--- src/rtl/alu_pkg.sv ---
// rtl/alu_pkg.sv - shared types and defaults for the ALU arbiter.
package alu_pkg;

    typedef enum logic [1:0] {
        OP_A_AND = 2'd0,
        OP_A_ADD = 2'd1,
        OP_A_SUB = 2'd2,
        OP_A_XOR = 2'd3
    } operation_a;

    typedef enum logic [1:0] {
        OP_B_NOT = 2'd0,
        OP_B_OR  = 2'd1,
        OP_B_RSB = 2'd2,
        OP_B_CAT = 2'd3
    } operation_b;

    typedef enum logic [1:0] {
        IDLE = 2'd0,
        BUSY = 2'd1,
        RESP = 2'd2,
        CLR  = 2'd3
    } arb_state_e;

    typedef struct packed {
        logic       mode;
        logic [1:0] op;
        logic [7:0] a;
        logic [7:0] b;
    } alu_req_t;

    localparam int RESULT_LAT_DEF = 2;

endpackage

--- src/rtl/rr_arb2.sv ---
// rtl/rr_arb2.sv - two-input round-robin picker; on a tie the side not granted last wins.
module rr_arb2 (
    input  logic [1:0] req,
    input  logic       last,
    output logic [1:0] gnt
);

    always_comb begin
        gnt = 2'b00;
        case (req)
            2'b01:   gnt = 2'b01;
            2'b10:   gnt = 2'b10;
            2'b11:   gnt = last ? 2'b01 : 2'b10;
            default: gnt = 2'b00;
        endcase
    end

endmodule

--- src/rtl/alu_arbiter.sv ---
// rtl/alu_arbiter.sv - two-requester front end that serialises commands onto a shared ALU.
module alu_arbiter
    import alu_pkg::*;
#(
    parameter int RESULT_LAT = RESULT_LAT_DEF
) (
    input  logic       clk,
    input  logic       rst,
    input  logic       req0_valid,
    output logic       req0_ready,
    input  logic       req0_mode,
    input  logic [1:0] req0_op,
    input  logic [7:0] req0_a,
    input  logic [7:0] req0_b,
    input  logic       req1_valid,
    output logic       req1_ready,
    input  logic       req1_mode,
    input  logic [1:0] req1_op,
    input  logic [7:0] req1_a,
    input  logic [7:0] req1_b,
    output logic       rsp_valid,
    output logic       rsp_id,
    output logic [7:0] rsp_data,
    output logic       rsp_irq,
    output logic       alu_enable,
    output logic       alu_enable_a,
    output logic       alu_enable_b,
    output logic [1:0] alu_op_a,
    output logic [1:0] alu_op_b,
    output logic [7:0] alu_in_a,
    output logic [7:0] alu_in_b,
    output logic       alu_irq_clr,
    input  logic       alu_irq,
    input  logic [7:0] alu_out
);

    localparam logic [3:0] CNT_LAST = 4'(RESULT_LAT - 1);

    arb_state_e r_state;
    arb_state_e w_next;
    logic [3:0] r_cnt;
    logic       r_last;
    logic       r_id;
    logic       r_rsp_irq;
    logic [7:0] r_rsp_data;
    alu_req_t   r_cmd;

    logic [1:0] w_gnt;
    logic       w_hs;
    logic       w_last_busy;
    alu_req_t   w_sel;
    operation_a w_op_a;
    operation_b w_op_b;

    rr_arb2 u_rr (
        .req  ({req1_valid, req0_valid}),
        .last (r_last),
        .gnt  (w_gnt)
    );

    assign req0_ready  = (r_state == IDLE) && !rst && w_gnt[0];
    assign req1_ready  = (r_state == IDLE) && !rst && w_gnt[1];
    assign w_hs        = req0_ready | req1_ready;
    assign w_sel       = w_gnt[1] ? {req1_mode, req1_op, req1_a, req1_b}
                                  : {req0_mode, req0_op, req0_a, req0_b};
    assign w_last_busy = (r_state == BUSY) && (r_cnt == CNT_LAST);
    assign w_op_a      = operation_a'(r_cmd.op);
    assign w_op_b      = operation_b'(r_cmd.op);

    assign rsp_id      = r_id;
    assign rsp_data    = r_rsp_data;
    assign rsp_irq     = r_rsp_irq;

    always_ff @(posedge clk) begin
        if (rst) begin
            r_state <= IDLE;
        end else begin
            r_state <= w_next;
        end
    end

    always_comb begin
        w_next       = r_state;
        rsp_valid    = 1'b0;
        alu_irq_clr  = 1'b0;
        alu_enable   = 1'b0;
        alu_enable_a = 1'b0;
        alu_enable_b = 1'b0;
        alu_op_a     = 2'd0;
        alu_op_b     = 2'd0;
        alu_in_a     = 8'd0;
        alu_in_b     = 8'd0;
        case (r_state)
            IDLE: begin
                if (w_hs) w_next = BUSY;
            end
            BUSY: begin
                alu_enable   = 1'b1;
                alu_enable_a = ~r_cmd.mode;
                alu_enable_b = r_cmd.mode;
                alu_op_a     = r_cmd.mode ? 2'd0 : w_op_a;
                alu_op_b     = r_cmd.mode ? w_op_b : 2'd0;
                alu_in_a     = r_cmd.a;
                alu_in_b     = r_cmd.b;
                if (w_last_busy) w_next = RESP;
            end
            RESP: begin
                rsp_valid = 1'b1;
                w_next    = r_rsp_irq ? CLR : IDLE;
            end
            CLR: begin
                alu_irq_clr = 1'b1;
                w_next      = IDLE;
            end
            default: w_next = IDLE;
        endcase
    end

    // The command is latched at the handshake so requesters may change inputs freely afterwards.
    always_ff @(posedge clk) begin
        if (rst) begin
            r_cnt      <= 4'd0;
            r_last     <= 1'b1;
            r_id       <= 1'b0;
            r_cmd      <= '0;
            r_rsp_data <= 8'd0;
            r_rsp_irq  <= 1'b0;
        end else begin
            if (w_hs) begin
                r_cmd  <= w_sel;
                r_id   <= w_gnt[1];
                r_last <= w_gnt[1];
                r_cnt  <= 4'd0;
            end else if (r_state == BUSY) begin
                r_cnt <= r_cnt + 4'd1;
            end
            if (w_last_busy) begin
                r_rsp_data <= alu_out;
                r_rsp_irq  <= alu_irq;
            end
        end
    end

endmodule

--- config.mk ---
export PLATFORM = sky130hd
export DESIGN_NAME = alu_arbiter
export DESIGN_NICKNAME = d
export VERILOG_FILES = /design/src/rtl/alu_pkg.sv /design/src/rtl/rr_arb2.sv /design/src/rtl/alu_arbiter.sv
export SDC_FILE = /design/constraint.sdc
export NUM_CORES = 1
export LEC_CHECK = 0
export CORE_MARGIN = 5
export CORE_UTILIZATION = 36
export CTS_CLUSTER_DIAMETER = 30
export DETAILED_ROUTE_END_ITERATION = 8
export GPL_TIMING_DRIVEN = 1
export MAX_ROUTING_LAYER = met4
export PLACE_DENSITY = 0.76
export SLEW_MARGIN = 20
export SYNTH_ARGS = -nofsm -noshare
export SYNTH_HDL_FRONTEND = slang
export SYNTH_HIERARCHICAL = 1
export SYNTH_SLANG_ARGS = --single-unit
--- constraint.sdc ---
create_clock -name clk -period 1.5 [get_ports clk]
set_input_delay 0.45 -clock clk [delete_from_list [all_inputs] [get_ports clk]]
set_output_delay 0.45 -clock clk [all_outputs]
set_load 0.1 [all_outputs]
==> results.cfg, run 1 <==
[power]
internal-power_uw = 2410
pwr-share-seq_pct = 29.1
p_leak_uw = 0.00142
combinationalPowerShare_pct = 53.3
p_total_uw = 4010
ir_drop_mv = 1.06
swShare_pct = 39.7
clockPowerShare_pct = 17.6
power.switching_uw = 1590
power_density_nw_per_um2 = 1080

[layout]
final_core_util_pct = 78.0
layout_commonest_cell = clkdlybuf4s50_1
area_growth_pct = 110
fillCellCount = 297
drive_gt1_share_pct = 46.8
final_nets = 353
final_cell_mix = 47 x clkdlybuf4s50_1, 40 x buf_12, 31 x dfxtp_1, 22 x and2_4, 21 x buf_4
final_cells = 368
num_antenna_cells = 0

[setup_path]
start_kind = flip-flop
arrival_ps = 1400
crit_fanout = 3
reg2reg_setup_slack_ps = -40
path_class = reg -> out
r2r.worst_path.cells = 6
crit_path_end_kind = output port
crit_end = alu_op_b[0]
critPathRequiredTime_ps = 1050
r2r_end = rsp_data[4]
cp-startpoint = r_state[1]
r2r-start = r_cnt[1]

[yosys]
syn_inst = 187
ys_seq_area_share_pct = 40.7
synth_edf_count = 0
yosysWarnings = 6
ys_ff_latch = 36
syn_nets = 240
syn-cell-area_um2 = 1770
ys_types = 36
syn_avg_cell_area_um2 = 9.46
async_flop_share_pct = 0
synth_flop_cell = dfxtp_1

[route]
drc = 0
drtIter0Drc = 72
antenna_left = 0
wl_um = 6270
post_drt_wl_per_cell_um = 17.0
num_vias = 1888
vias_per_cell = 5.13
first_pass_iters = 4

[sta]
grt_setup_unrepaired = yes
tns_ps = -7950
fin_skew_ps = 3.71
fin_crit_sh_pct = 123
relSlewSlack_pct = 80.1
drv_slew = 0
worstMarginPinSlew_ps = 298
max_freq_mhz = 540
setup_viol = 42
setup_slack_ps = -351
fin_crit_ps = 1850
hold_violations = 0

[global_routing]
grt_pass1_wl_um = 9380
grt_max_degree = 21
antenna_found_initial = 0
overflow = 0
grt_pass1_vias = 1913
track_usage_pct = 19.5

[clock_tree]
cts_buffers = 5
clk_pin_slew_ps = 70
root_buffer = clkbuf_8
cts_max_level = 2
cts_buffer_depth = 2
cts_tree = yes
cts.sinks = 36
clock_latency_ps = 280

[floorplanning]
rows = 25
dieArea_um2 = 6420
start_util_pct = 37.2
pin_count = 88
die_w_um = 80.1
core_area_um2 = 4750
die_h_um = 80.1

[run_status]
failed_checks = negative setup slack
outcome = complete, but fails checks

[placed_design]
hpwl_um = 4060
placedCellCount = 350
port_buffers = 87
place.gp.congestion = 0.720

[hold_path]
min_path_cells = 2
hold_class = reg -> reg

[job]
cap_violations = 0
==> timing repair <==
action / CTS / global route
resized for setup: 40 / 19
hold buffers: 0 / 0
endpoints found under the setup margin: 62 / 50
cloned: 3 / 0
buffers inserted: 6 / 3
pin swaps: 19 / 7
==> metal layers <==
metal | GRT usage (%) | share of wire (%) | vias to the layer above
li1 | - | - | 912
met1 | 21.5 | 39 | 911
met2 | 34.4 | 54 | 58
met5 | - | 0 | -
met3 | 4.71 | 6.0 | 7
met4 | 6.59 | 1.3 | 0
==> synthesized netlist by cell type (2+ instances only) <==
cell / instances / area share [%]
buf_2: 10 / 2.8
nand2_1: 2 / 0.42
inv_1: 4 / 0.85
a21oi_1: 20 / 5.7
ha_1: 2 / 1.4
nor4b_1: 9 / 4.5
and3_1: 2 / 0.71
clkbuf_1: 7 / 1.5
dfxtp_1: 36 / 41
a31o_1: 9 / 4.5
and2_1: 22 / 7.8
a211oi_1: 20 / 8.5
nor2_1: 2 / 0.42
nor3_1: 2 / 0.57
mux2i_1: 19 / 11
==> worst max-delay path, stage by stage, from the launching register on <==
cell and delay, ps:
dfxtp_2 320, nand2b_4 160, inv_6 80, buf_12 100
buf_6 90, and3_4 190, buf_12 170
==> logic make-up after synthesis <==
| logic type | Yosys count | share of synthesized area, % |
|---|---|---|
| xor+xnor | 2 | 0.990 |
| compound gates | 57 | 22.4 |
| simple gates | 48 | 17.9 |
| flops | 36 | 40.7 |
| fa+ha+maj | 2 | 1.41 |
| buf+inv | 23 | 5.80 |
| mux | 19 | 10.7 |
==> layout make-up <==
cell class | count | area [um^2] | area share [%]
well taps | 67 | 83.8 | 2.26
flip-flops and latches | 36 | 729 | 19.7
multi-input cells | 128 | 1160 | 31.2
repair buffers | 124 | 1620 | 43.7
clock buffers | 8 | 90.1 | 2.43
inverters | 5 | 27.5 | 0.742
==> how the worst min path moves through the flow <==
stage / startpoint / end / slack [ps]
2_1_floorplan: r_cnt[3] / r_cnt[3] / 460
3_3_place_gp: r_cnt[3] / r_cnt[3] / 470
3_5_place_dp: r_cnt[3] / r_cnt[3] / 490
4_1_cts: r_cnt[3] / r_cnt[3] / 500
5_1_grt: r_last / r_last / 530
6_report: r_cnt[3] / r_cnt[3] / 510
==> per-stage QoR <==
step	instance area, um^2	hold WS, ps	setup WS [ps]
floorplan	1920	460	-536
global placement	3320	471	-519
detailed placement	3320	487	-539
CTS	3620	499	-359
global route	3710	532	-393
finish	3710	515	-351
==> state kept, by name, indices dropped and copies added (netlist names) <==
register	cells
r_cmd	17
rsp_irq	1
w_op_a	2
rsp_data	8
r_last	1
r_state	2
r_cnt	4
rsp_id	1
==> power by group through the flow <==
stage / Combinational [uW] / Sequential [uW] / Clock, uW
finish: 2140 / 1160 / 705
global route: 2240 / 1170 / 760
CTS: 2080 / 1160 / 722
detailed placement: 1850 / 1170 / 0
global placement: 1830 / 1170 / 0
floorplan: 1030 / 1280 / 0
No activity file was read; power rests on OpenSTA's default activity.
==> run 2, diff against run 1 <==
--- a/config.mk
+++ b/config.mk
@@ -12,6 +12,7 @@
 export GPL_TIMING_DRIVEN = 1
 export MAX_ROUTING_LAYER = met4
 export PLACE_DENSITY = 0.76
+export SETUP_SLACK_MARGIN = 0.02
 export SLEW_MARGIN = 20
 export SYNTH_ARGS = -nofsm -noshare
 export SYNTH_HDL_FRONTEND = slang
==> results.cfg, run 2 (synthesis gave the netlist of run 1 again) <==
[setup_path]
crit_path_end_kind = output port
arrival_ps = 1350
critPathRequiredTime_ps = 1050
crit_path_max_incr_delay_ps = 320
start_kind = flip-flop
worstPathCellList = nand2b_4 -> inv_2 -> buf_12 -> and2_4 -> buf_12
path_class = reg -> out
slowest_stage = dfxtp_2
cp_common_cell = buf_12
crit_fanout = 18

[route]
num_vias = 1917
drc = 0
wl_um = 6550
post_drt_wl_per_cell_um = 17.8
drtIter0Drc = 94
first_pass_iters = 4
vias_per_cell = 5.22
antenna_left = 0

[power]
ir_drop_mv = 0.679
p_leak_uw = 0.00142
power_density_nw_per_um2 = 1080
p_total_uw = 3990

[global_routing]
overflow = 0
grt_pass1_wl_um = 9130
grt_max_degree = 27
track_usage_pct = 19.0
antenna_found_initial = 0
grt_pass1_vias = 1917

[layout]
drive_gt1_share_pct = 50.7
final_nets = 352
top_register = r_cmd
area_growth_pct = 109
largest_register_ffs = 17
num_antenna_cells = 0
layout_commonest_cell = clkdlybuf4s50_1
final_area_um2 = 3700
final_cell_mix = 47 x clkdlybuf4s50_1, 38 x buf_12, 31 x dfxtp_1, 22 x and2_4, 22 x buf_4

[floorplanning]
rows = 25
dieArea_um2 = 6420
start_util_pct = 37.2
pin_count = 88
die_w_um = 80.1
core_area_um2 = 4750
die_h_um = 80.1

[sta]
hold_ws_ps = 500
fin_skew_ps = 10.2
relSlewSlack_pct = 74.1
worstMarginPinSlew_ps = 388
grt_setup_unrepaired = yes
tns_ps = -7660
hold_violations = 0
fin_crit_sh_pct = 120
setup_viol = 36
max_freq_mhz = 554
drv_slew = 0
setup_slack_ps = -305
fin_crit_ps = 1800

[placed_design]
hpwl_um = 4370
place.gp.congestion = 0.740
port_buffers = 87
dpl-instance-area_um2 = 3350

[clock_tree]
root_buffer = clkbuf_8
cts_tree = yes
cts_buffers = 5
holdBufCountCts = 0
cts.sinks = 36
cts_buffer_depth = 2
cts_max_level = 2
clk_pin_slew_ps = 80
clock_latency_ps = 290

[run_status]
outcome = complete, but fails checks
failed_checks = negative setup slack

[hold_path]
hold_class = reg -> reg

[job]
cap_violations = 0
[run 2: cell type report]
| class | instances | area [um^2] |
|---|---|---|
| Multi-Input combinational cell | 128 | 1210 |
| Tap cell | 67 | 83.8 |
| Inverter | 5 | 22.5 |
| Clock buffer | 6 | 82.6 |
| Clock inverter | 2 | 10.0 |
| Sequential cell | 36 | 732 |
| Timing Repair Buffer | 123 | 1560 |
| Fill cell | 298 | 1050 |
[run 2: per-stage QoR]
stage	util [%]	worst slack, ps	std cells
after detailed placement	70.5	-573	352
final	77.9	-305	367
after global routing	77.9	-357	367
after global placement	70.5	-545	352
after CTS	75.6	-295	365
after floorplan	-	-536	187
[run 2: timing repair]
item / CTS / global route
cloned: 1 / 0
endpoints found under the hold margin: 0 / 0
gates resized for setup: 39 / 27
pin swaps: 15 / 4
buffers inserted: 4 / 3
setup endpoints to repair: 62 / 61
[run 2: where the power goes]
| group | switching, uW | total [uW] | internal (uW) |
|---|---|---|---|
| clock | 365 | 732 | 367 |
| sequential | 95.2 | 1170 | 1070 |
| combinational | 1190 | 2090 | 909 |
| total | 1650 | 3990 | 2350 |
[run 2: per-layer routing]
metal	GRT usage, %	part of all wire [%]	wire, um
met4	6.59	2.2	141
met3	4.15	5.4	354
met5	-	0	0
met1	20.1	36	2350
met2	34.7	57	3700
[run 2: critical path, delay by kind of cell (launching register included)]
| family | cells | cell delay [ps] |
|---|---|---|
| DFF | 1 | 320 |
| buffers and inverters | 3 | 430 |
| and+or+nand+nor | 2 | 310 |
[run 2: final timing paths]
path / slack [ps] / depth (start not counted) / startpoint / end
setup / recovery: -300 / 5 / r_state[1] / alu_in_a[6]
hold / removal: 500 / 1 / r_last / r_last
setup reg to reg: -150 / 6 / r_cnt[1] / rsp_data[3]
hold reg to reg: 500 / 1 / r_last / r_last
